===== src/rtl/game_pkg.sv =====
// Shared types and sizing for the Mastermind game controller.
package game_pkg;
  localparam int unsigned DIGITS    = 4;
  localparam int unsigned NIBBLE_W  = 4;
  localparam int unsigned WIN_COUNT = 4;
  localparam int unsigned ATTEMPT_W = 4;
  localparam int unsigned GUESS_W   = DIGITS * NIBBLE_W;
  localparam int unsigned COUNT_W   = 3;

  typedef enum logic [2:0] {
    IDLE,
    ENTRY,
    WAIT,
    EVAL,
    WON,
    LOST
  } state_t;

  typedef struct packed {
    logic [NIBBLE_W-1:0] correct;
    logic [NIBBLE_W-1:0] wrong;
  } result_t;
endpackage


===== src/rtl/guess_entry_buffer.sv =====
// Assembles a 4-nibble guess from keypad strobes; first digit lands in nibble 3.
// UNIQUE_DIGITS_EN refuses a digit already present in the partial guess.
module guess_entry_buffer
  import game_pkg::*;
(
  input  logic                clk,
  input  logic                reset,
  input  logic                enable,
  input  logic                clear,
  input  logic                digit_valid,
  input  logic [NIBBLE_W-1:0] digit_in,
  output logic [GUESS_W-1:0]  guess,
  output logic [COUNT_W-1:0]  digit_count,
  output logic                digit_reject,
  output logic                full_c
);
  logic dup_c;
  logic accept_c;

`ifdef UNIQUE_DIGITS_EN
  // Entered digits occupy the low digit_count nibbles.
  always_comb begin
    dup_c = 1'b0;
    for (int k = 0; k < DIGITS; k++) begin
      if ((COUNT_W'(k) < digit_count) && (guess[k*NIBBLE_W +: NIBBLE_W] == digit_in))
        dup_c = 1'b1;
    end
  end

  always_ff @(posedge clk or posedge reset) begin
    if (reset) digit_reject <= 1'b0;
    else       digit_reject <= enable && digit_valid && !clear && dup_c;
  end
`else
  assign dup_c        = 1'b0;
  assign digit_reject = 1'b0;
`endif

  // Clear has priority over a simultaneous digit.
  assign accept_c = enable && digit_valid && !clear && !dup_c &&
                    (digit_count < COUNT_W'(DIGITS));
  assign full_c   = accept_c && (digit_count == COUNT_W'(DIGITS - 1));

  always_ff @(posedge clk or posedge reset) begin
    if (reset) begin
      guess       <= '0;
      digit_count <= '0;
    end else if (clear) begin
      guess       <= '0;
      digit_count <= '0;
    end else if (accept_c) begin
      guess       <= {guess[GUESS_W-NIBBLE_W-1:0], digit_in};
      digit_count <= digit_count + COUNT_W'(1);
    end
  end
endmodule


===== src/rtl/mastermind_game_ctrl.sv =====
// Sequences one Mastermind round around an external guess_checker.
// Build option UNIQUE_DIGITS_EN (in guess_entry_buffer) refuses repeated digits.
module mastermind_game_ctrl
  import game_pkg::*;
#(
  parameter int unsigned MAX_ATTEMPTS = 10
) (
  input  logic                 clk,
  input  logic                 reset,
  input  logic                 secret_load,
  input  logic [GUESS_W-1:0]   secret_in,
  input  logic                 start,
  input  logic                 digit_valid,
  input  logic [NIBBLE_W-1:0]  digit_in,
  input  logic                 digit_clear,
  output logic [GUESS_W-1:0]   chk_secret,
  output logic [GUESS_W-1:0]   chk_guess,
  input  logic [NIBBLE_W-1:0]  chk_correct,
  input  logic [NIBBLE_W-1:0]  chk_wrong,
  output logic [COUNT_W-1:0]   digit_count,
  output logic                 digit_reject,
  output logic                 result_valid,
  output logic [NIBBLE_W-1:0]  result_correct,
  output logic [NIBBLE_W-1:0]  result_wrong,
  output logic [ATTEMPT_W-1:0] attempts,
  output logic                 win,
  output logic                 lose,
  output logic                 busy
);
  state_t                state, state_next;
  result_t               result_q, result_d;
  logic [GUESS_W-1:0]    chk_secret_d;
  logic [ATTEMPT_W-1:0]  attempts_d;
  logic                  result_valid_d, win_d, lose_d, busy_d;
  logic                  idle_like_c, start_ok_c, buf_clear_c, full_c;
  logic [ATTEMPT_W-1:0]  attempts_inc_c;

  assign idle_like_c    = (state == IDLE) || (state == WON) || (state == LOST);
  assign start_ok_c     = idle_like_c && start;
  assign attempts_inc_c = attempts + ATTEMPT_W'(1);
  // Guess buffer is emptied on a new game, after every evaluation, and on keypad clear.
  assign buf_clear_c    = start_ok_c || (state == EVAL) || ((state == ENTRY) && digit_clear);

  guess_entry_buffer u_entry (
    .clk          (clk),
    .reset        (reset),
    .enable       (state == ENTRY),
    .clear        (buf_clear_c),
    .digit_valid  (digit_valid),
    .digit_in     (digit_in),
    .guess        (chk_guess),
    .digit_count  (digit_count),
    .digit_reject (digit_reject),
    .full_c       (full_c)
  );

  // State and output registers.
  always_ff @(posedge clk or posedge reset) begin
    if (reset) begin
      state        <= IDLE;
      chk_secret   <= '0;
      result_q     <= '0;
      attempts     <= '0;
      result_valid <= 1'b0;
      win          <= 1'b0;
      lose         <= 1'b0;
      busy         <= 1'b0;
    end else begin
      state        <= state_next;
      chk_secret   <= chk_secret_d;
      result_q     <= result_d;
      attempts     <= attempts_d;
      result_valid <= result_valid_d;
      win          <= win_d;
      lose         <= lose_d;
      busy         <= busy_d;
    end
  end

  // Next-state logic.
  always_comb begin
    state_next = state;
    case (state)
      IDLE, WON, LOST: if (start) state_next = ENTRY;
      ENTRY:           if (full_c) state_next = WAIT;
      WAIT:            state_next = EVAL;
      EVAL: begin
        if (chk_correct == NIBBLE_W'(WIN_COUNT))              state_next = WON;
        else if (attempts_inc_c == ATTEMPT_W'(MAX_ATTEMPTS)) state_next = LOST;
        else                                                  state_next = ENTRY;
      end
      default:         state_next = IDLE;
    endcase
  end

  // Next values of the registered outputs.
  always_comb begin
    chk_secret_d   = chk_secret;
    result_d       = result_q;
    attempts_d     = attempts;
    result_valid_d = 1'b0;
    win_d          = (state_next == WON);
    lose_d         = (state_next == LOST);
    busy_d         = (state_next == WAIT) || (state_next == EVAL);
    if (idle_like_c && secret_load) chk_secret_d = secret_in;
    if (start_ok_c) begin
      result_d   = '0;
      attempts_d = '0;
    end
    if (state == EVAL) begin
      result_d.correct = chk_correct;
      result_d.wrong   = chk_wrong;
      attempts_d       = attempts_inc_c;
      result_valid_d   = 1'b1;
    end
  end

  assign result_correct = result_q.correct;
  assign result_wrong   = result_q.wrong;
endmodule


===== config.mk =====
export PLATFORM = sky130hd
export DESIGN_NAME = mastermind_game_ctrl
export DESIGN_NICKNAME = d
export VERILOG_FILES = /design/src/rtl/game_pkg.sv /design/src/rtl/guess_entry_buffer.sv /design/src/rtl/mastermind_game_ctrl.sv
export SDC_FILE = /design/constraint.sdc
export NUM_CORES = 1
export LEC_CHECK = 0
export BUFFER_PORTS_ARGS = -buffer_cell sky130_fd_sc_hd__buf_2
export CORE_ASPECT_RATIO = 1.1
export CORE_MARGIN = 2
export CORE_UTILIZATION = 53
export CTS_BUF_LIST = sky130_fd_sc_hd__clkbuf_8 sky130_fd_sc_hd__clkbuf_16
export CTS_CLUSTER_SIZE = 40
export DETAILED_ROUTE_END_ITERATION = 8
export PLACE_DENSITY = 0.85
export SYNTH_ARGS = -nofsm -noshare
export SYNTH_HDL_FRONTEND = slang
export SYNTH_HIERARCHICAL = 1
export SYNTH_SLANG_ARGS = --single-unit

===== constraint.sdc =====
create_clock -name clk -period 4.1 [get_ports clk]
set_input_delay 0 -clock clk [delete_from_list [all_inputs] [get_ports clk]]
set_output_delay 0 -clock clk [all_outputs]
set_load 0.03 [all_outputs]

==> out/metrics.yaml, run 1 <==
power:
  combPwrFrac: 0.402
  switching_share: 0.398
  ir_drop_mv: 0.302
  power.leakage_uw: 0.00167
  power_frac_seq: 0.411
  p_int_uw: 1140
  power.density_nw_per_um2: 588
  p_clk_frac: 0.187
  netSwitchingPower_uw: 752
  power.total_uw: 1890
global_routing:
  grt_start_max_net_pins: 36
  antenna_found_initial: 0
  grt_pass1_vias: 1874
  grt_usage: 0.215
  grt_pass1_wl_um: 8200
  overflow: 0
hold_path:
  hp-class: "in2reg"
synth:
  synth_nets: 224
  yosysTopAreaCell: "dfrtp_1"
  synth_cell_types: 37
  synth.top_cells.by_count: "54 x dfrtp_1, 23 x nand2b_1, 17 x mux2_2, 17 x mux2i_1, 9 x nand2_1"
  dominantRegCellSynth: "dfrtp_1"
  yosysSeqAreaShare: 0.565
  synth_edf_count: 0
  synth_most_common_cell: "dfrtp_1"
  synth_warnings: 6
  synth_top_area_share: 0.565
  synthArstFlopShare: 1.00
  synthTopCellsByArea: "dfrtp_1 57%, mux2_2 8.0%, mux2i_1 7.1%"
  syn-cell-area_um2: 2390
  synth_cells: 186
  avgSynthCellArea_um2: 12.8
  ys_ff_latch: 54
timing:
  worst_slew_pin_slew_ns: 0.732
  finalSetupTns_ns: 0
  fmax_ghz: 0.339
  hold_viol_final: 0
  period_needed_ns: 2.95
  slew_viol_final: 0
  finalSetupViolations: 0
  timing.slew.headroom: 0.511
  post-route-period-util: 0.720
  grt_setup_unrepaired: "no"
  skew_ns: 0.00562
drt:
  wirelength_um: 5100
  route.detailed.drc: 0
  routedWlPerCell_um: 14.4
  viasPerCell: 5.19
  vias: 1831
  first_iter_violations: 133
  dr.pass1.iters: 4
  antenna_left: 0
setup_path:
  cp_cell_sequence: "nand3b_1 > inv_1 > a21oi_2 > nand2_1 > nor3b_1 > a211oi_1 > a21o_1 > a21boi_0"
  required_ns: 4.28
  path_class: "reg2reg"
  critPathMaxFanout: 26
  crit_slowest_cell: "nand2_1"
  crit_path_start_kind: "register"
  end_kind: "register"
  cp.arrival_ns: 3.13
  slowest_delay_ns: 0.53
placed_design:
  io_buffers: 84
  gp_congestion: 0.769
  post-place-cells: 316
  hpwl_um: 3390
flow_run:
  max_cap_violations: 0
final_layout:
  final_nets: 336
  final_layout_size_suffix_gt1_frac: 0.388
  syn_to_final_growth_pct: 34.6
  n_antenna_cell: 0
  stdcell_count: 353
  post-route-util: 0.745
clock_network:
  cts_tree: "built"
  root_buffer: "clkbuf_8"
  cts_max_path_buffers: 2
  h-tree-depth: 2
  clk_pin_slew_ns: 0.10
  clkLatencyLatePin_ns: 0.30
  numCtsBuffers: 5
  cts.sinks: 54
  cts_resized: 0
die:
  fp.dieH_um: 74.4
  design.core.area_um2: 4320
  ios: 86
  die-area_um2: 5060
  start_util: 0.554
  dieWidth_um: 68.0
  rows: 25
run_status:
  status: "complete, no violations"
-- final cells by class --
type,instances,area (um^2)
Sequential cell,54,1350
Fill cell,272,1100
Multi-Input combinational cell,118,946
Timing Repair Buffer,114,718
Clock buffer,5,68.8
Tap cell,54,67.6
Clock inverter,3,45.0
Inverter,5,18.8
-- state kept, by name (all words and copies together) (netlist names) --
register	count
chk_secret	16
u_entry/guess	16
attempts	4
result_correct	4
result_wrong	4
state	3
u_entry/digit_count	3
busy	1
lose	1
result_valid	1
win	1
-- placed cells by master, fill, tap and decap left out, drive strengths merged, types with 2 or more instances in the layout --
cell         netlist  routed
buf                8      85
nor3b              2       2
nand3b             3       3
a21oi              3       3
clkinvlp           0       2
clkbuf             1       5
mux2              18      18
nor2b              3       3
nand2b            23      23
inv                5       5
ha                 4       4
dlygate4sd3        0      29
o21ai              8       8
dfrtp             54      54
mux2i             17      17
nand2              9       9
nor2               6       6
a22o               8       8
-- critical path, delay by kind of cell (launching register included) --
kind                   cells  cell delay (ns)
AND/OR/NAND/NOR            3             1.19
AO/OA/AOI/OAI              4             0.91
flip-flops                 1             0.47
buffers and inverters      1             0.25
-- routing by layer --
layer | global-route usage | share of wire | up-vias
met2 | 0.388 | 0.54 | 73
met4 | 0.0733 | 0.013 | 0
met3 | 0.0605 | 0.061 | 8
met5 | 0 | 0 | -
li1 | - | - | 860
met1 | 0.241 | 0.39 | 890
-- path summary, 6_finish.rpt --
check	start	end	slack (ns)	cells after the start
max in group asynchronous	reset	u_entry/digit_count[1]	3.29	3
worst max register to register	state[2]	lose	1.15	8
worst max-delay path	state[2]	lose	1.15	8
worst min-delay path	digit_valid	u_entry/digit_count[2]	0.02	3
min in group asynchronous	reset	result_wrong[3]	0.34	4
worst min register to register	result_wrong[0]	result_wrong[0]	0.50	1
-- cells by family (layout without fill, tap and decap cells) --
| family | after synthesis | count (layout) | share of synthesized area |
|---|---|---|---|
| compound gates | 24 | 24 | 0.0696 |
| xor+xnor | 1 | 1 | 0.00367 |
| buf+inv | 14 | 127 | 0.0387 |
| mux | 35 | 35 | 0.158 |
| flops | 54 | 54 | 0.565 |
| other cells | 1 | 1 | 0.00157 |
| fa+ha+maj | 4 | 4 | 0.0209 |
| simple gates | 53 | 53 | 0.142 |
-- power groups by stage --
| stage | Combinational (uW) | Sequential, uW | Clock (uW) |
|---|---|---|---|
| 2_1_floorplan | 228 | 1080 | 0 |
| 6_report | 759 | 777 | 353 |
| 3_5_place_dp | 738 | 785 | 0 |
| 3_3_place_gp | 725 | 778 | 0 |
| 4_1_cts | 761 | 774 | 362 |
| 5_1_grt | 811 | 796 | 379 |
-- stage by stage --
| step | setup slack [ns] | area (um^2) | hold slack, ns |
|---|---|---|---|
| after floorplan | 2.04 | 2390 | -0.0489 |
| after global placement | 1.34 | 2810 | 0.121 |
| after detailed placement | 1.24 | 2810 | 0.130 |
| after CTS | 1.21 | 3220 | 0.00673 |
| after global routing | 0.770 | 3220 | 0.0325 |
| final | 1.15 | 3220 | 0.0219 |
-- timing repair --
action | CTS | global route
setup buffers | 0 | 0
hold buffers | 29 | 0
hold endpoints to repair | 82 | 0
Power figures use the tool's default switching activity.
==> run 2, diff against run 1 <==
ABC_AREA = 1   (was not set)
CORE_UTILIZATION = 44   (was 53)
PLACE_DENSITY = 0.75   (was 0.85)
clock period = 2.7 ns   (was 4.1 ns; I/O delays follow)
==> out/metrics.yaml, run 2 <==
clock_network:
  cts_setup_buffers: 0
  cts_resized: 0
  clk_pin_slew_ns: 0.09
  cts.sinks: 54
  numCtsBuffers: 5
  root_buffer: "clkbuf_8"
  clkLatencyLatePin_ns: 0.30
  holdBufCountCts: 29
  cts_max_path_buffers: 2
  cts_tree: "built"
  h-tree-depth: 2
power:
  power.total_uw: 3130
  ir_drop_mv: 0.552
  power.density_nw_per_um2: 981
  power.leakage_uw: 0.00188
drt:
  vias: 2213
  route.detailed.drc: 0
  first_iter_violations: 68
  viasPerCell: 5.01
  antenna_left: 0
  dr.pass1.iters: 4
  wirelength_um: 5560
  routedWlPerCell_um: 12.6
global_routing:
  grt_pass1_vias: 2095
  antenna_found_initial: 0
  grt_usage: 0.193
  grt_start_max_net_pins: 36
  grt_pass1_wl_um: 8980
  overflow: 0
die:
  dieWidth_um: 73.6
  ios: 86
  rows: 27
  start_util: 0.462
  design.core.area_um2: 5070
  fp.dieH_um: 80.5
  die-area_um2: 5920
final_layout:
  layout_commonest_cell: "nand2_1"
  final_cell_mix: "95 x nand2_1, 84 x buf_2, 56 x nand3_1, 54 x dfrtp_1, 29 x dlygate4sd3_1"
  final_layout_size_suffix_gt1_frac: 0.271
  fill_cells: 446
  syn_to_final_growth_pct: 36.0
  multi_input_comb_area_um2: 850
  regArea_um2: 1350
  n_antenna_cell: 0
  final_nets: 421
  largestRegisters: "chk_secret x16, u_entry/guess x16"
timing:
  period_needed_ns: 2.14
  timing.slew.headroom: 0.528
  worst_slew_pin_slew_ns: 0.708
  grt_setup_unrepaired: "no"
  finalSetupViolations: 0
  slew_viol_final: 0
  post-route-period-util: 0.792
  hold_viol_final: 0
  fmax_ghz: 0.468
  skew_ns: 0.00805
  finalSetupTns_ns: 0
synth:
  yosysTopAreaCell: "dfrtp_1"
  syn-cell-area_um2: 2340
  yosysSeqAreaShare: 0.577
  synthTopCellsByArea: "dfrtp_1 58%, nand2_1 15%, nand3_1 12%"
  synth_top_area_share: 0.577
  synth_warnings: 6
  synth_cells: 269
  ys_ff_latch: 54
  synth_nets: 307
  avgSynthCellArea_um2: 8.71
  synth_edf_count: 0
  dominantRegCellSynth: "dfrtp_1"
  synth_cell_types: 24
  synth.top_cells.by_count: "95 x nand2_1, 56 x nand3_1, 54 x dfrtp_1"
  synthArstFlopShare: 1.00
  synth_most_common_cell: "nand2_1"
placed_design:
  gp_congestion: 0.741
  hpwl_um: 3570
  io_buffers: 84
setup_path:
  r2r_setup_slack_ns: 0.56
  slowest_delay_ns: 0.46
  cp_common_cell: "nand2_1"
  crit_slowest_cell: "dfrtp_1"
  crit_path_start_kind: "register"
  critPathMaxFanout: 9
  end_kind: "register"
  r2r_end: "win"
  required_ns: 2.93
  path_class: "reg2reg"
  cp_cell_sequence: "nand3_1 > nand2_1 > inv_2 > nand2_1 > nor2_4 > nand2_4 > nor2_1 > inv_1 > nand2_1 > nand2_1 > nor2_1 > nand2_1 > nor2_1"
  cp-endpoint: "win"
  reg2reg_from: "state[1]"
  cp.arrival_ns: 2.37
  r2r_cells: 13
  startpoint: "state[1]"
flow_run:
  max_cap_violations: 0
hold_path:
  hp-class: "in2reg"
run_status:
  status: "complete, no violations"
run 2: changes by cell type after synthesis, moves of 5 or more:
cell / before / now
nor2_1: 6 / 14
inv_1: 5 / 16
o21ai_0: 8 / 3
nand2b_1: 23 / 0
nand3_1: 1 / 56
inv_2: 0 / 5
mux2i_1: 17 / 0
nand2_1: 9 / 95
mux2_2: 17 / 0
a22o_1: 8 / 0
run 2: per-stage QoR:
stage	util	hold WS [ns]	instance area, um^2	cells	worst slack [ns]
after floorplan	-	-0.0489	2340	269	0.582
after global placement	0.553	0.126	2800	405	0.685
after detailed placement	0.553	0.127	2800	405	0.603
after CTS	0.628	0.0659	3180	442	0.573
after global routing	0.628	0.110	3180	442	0.295
final	0.628	0.0736	3180	442	0.561
run 2: layout make-up:
cell class / instances / area share
inverter: 21 / 0.0248
multi-input combinational: 184 / 0.267
sequential: 54 / 0.424
tap: 58 / 0.0228
timing repair buffer: 117 / 0.233
clock inverter: 2 / 0.00275
clock buffer: 6 / 0.0259
run 2: worst min path at each step:
| stage | slack [ns] | from | depth (start not counted) | to |
|---|---|---|---|---|
| 2_1_floorplan | -0.05 | reset | 1 | u_entry/digit_count[0] |
| 3_3_place_gp | 0.13 | reset | 3 | chk_secret[14] |
| 3_5_place_dp | 0.13 | reset | 3 | chk_secret[14] |
| 4_1_cts | 0.07 | digit_clear | 4 | u_entry/digit_count[2] |
| 5_1_grt | 0.11 | secret_load | 3 | chk_secret[7] |
| 6_report | 0.07 | digit_clear | 4 | u_entry/digit_count[2] |
run 2: power by group:
part           switching (uW)  internal (uW)
sequential                162           1050
combinational            1050            417
clock                     242            204
run 2: kinds of logic (layout without fill, tap and decap cells):
kind of cell | Yosys count | count (layout) | share of synthesized area
AND/OR/NAND/NOR | 171 | 171 | 0.315
flip-flops | 54 | 54 | 0.577
buffers and inverters | 31 | 146 | 0.0604
AO/OA/AOI/OAI | 8 | 8 | 0.0246
adder cells (fa/ha/maj) | 4 | 4 | 0.0214
other | 1 | 1 | 0.00160
run 2: layer usage:
layer  part of all wire  track usage
met4              0.014       0.0491
met1               0.43        0.235
met2               0.50        0.346
met3              0.054       0.0376
met5                  0            0
run 2: critical path, delay by kind of cell, from the launching register on:
kind                   cells  cell delay [ns]
buffers and inverters      2             0.23
DFF                        1             0.46
and+or+nand+nor           11             1.37
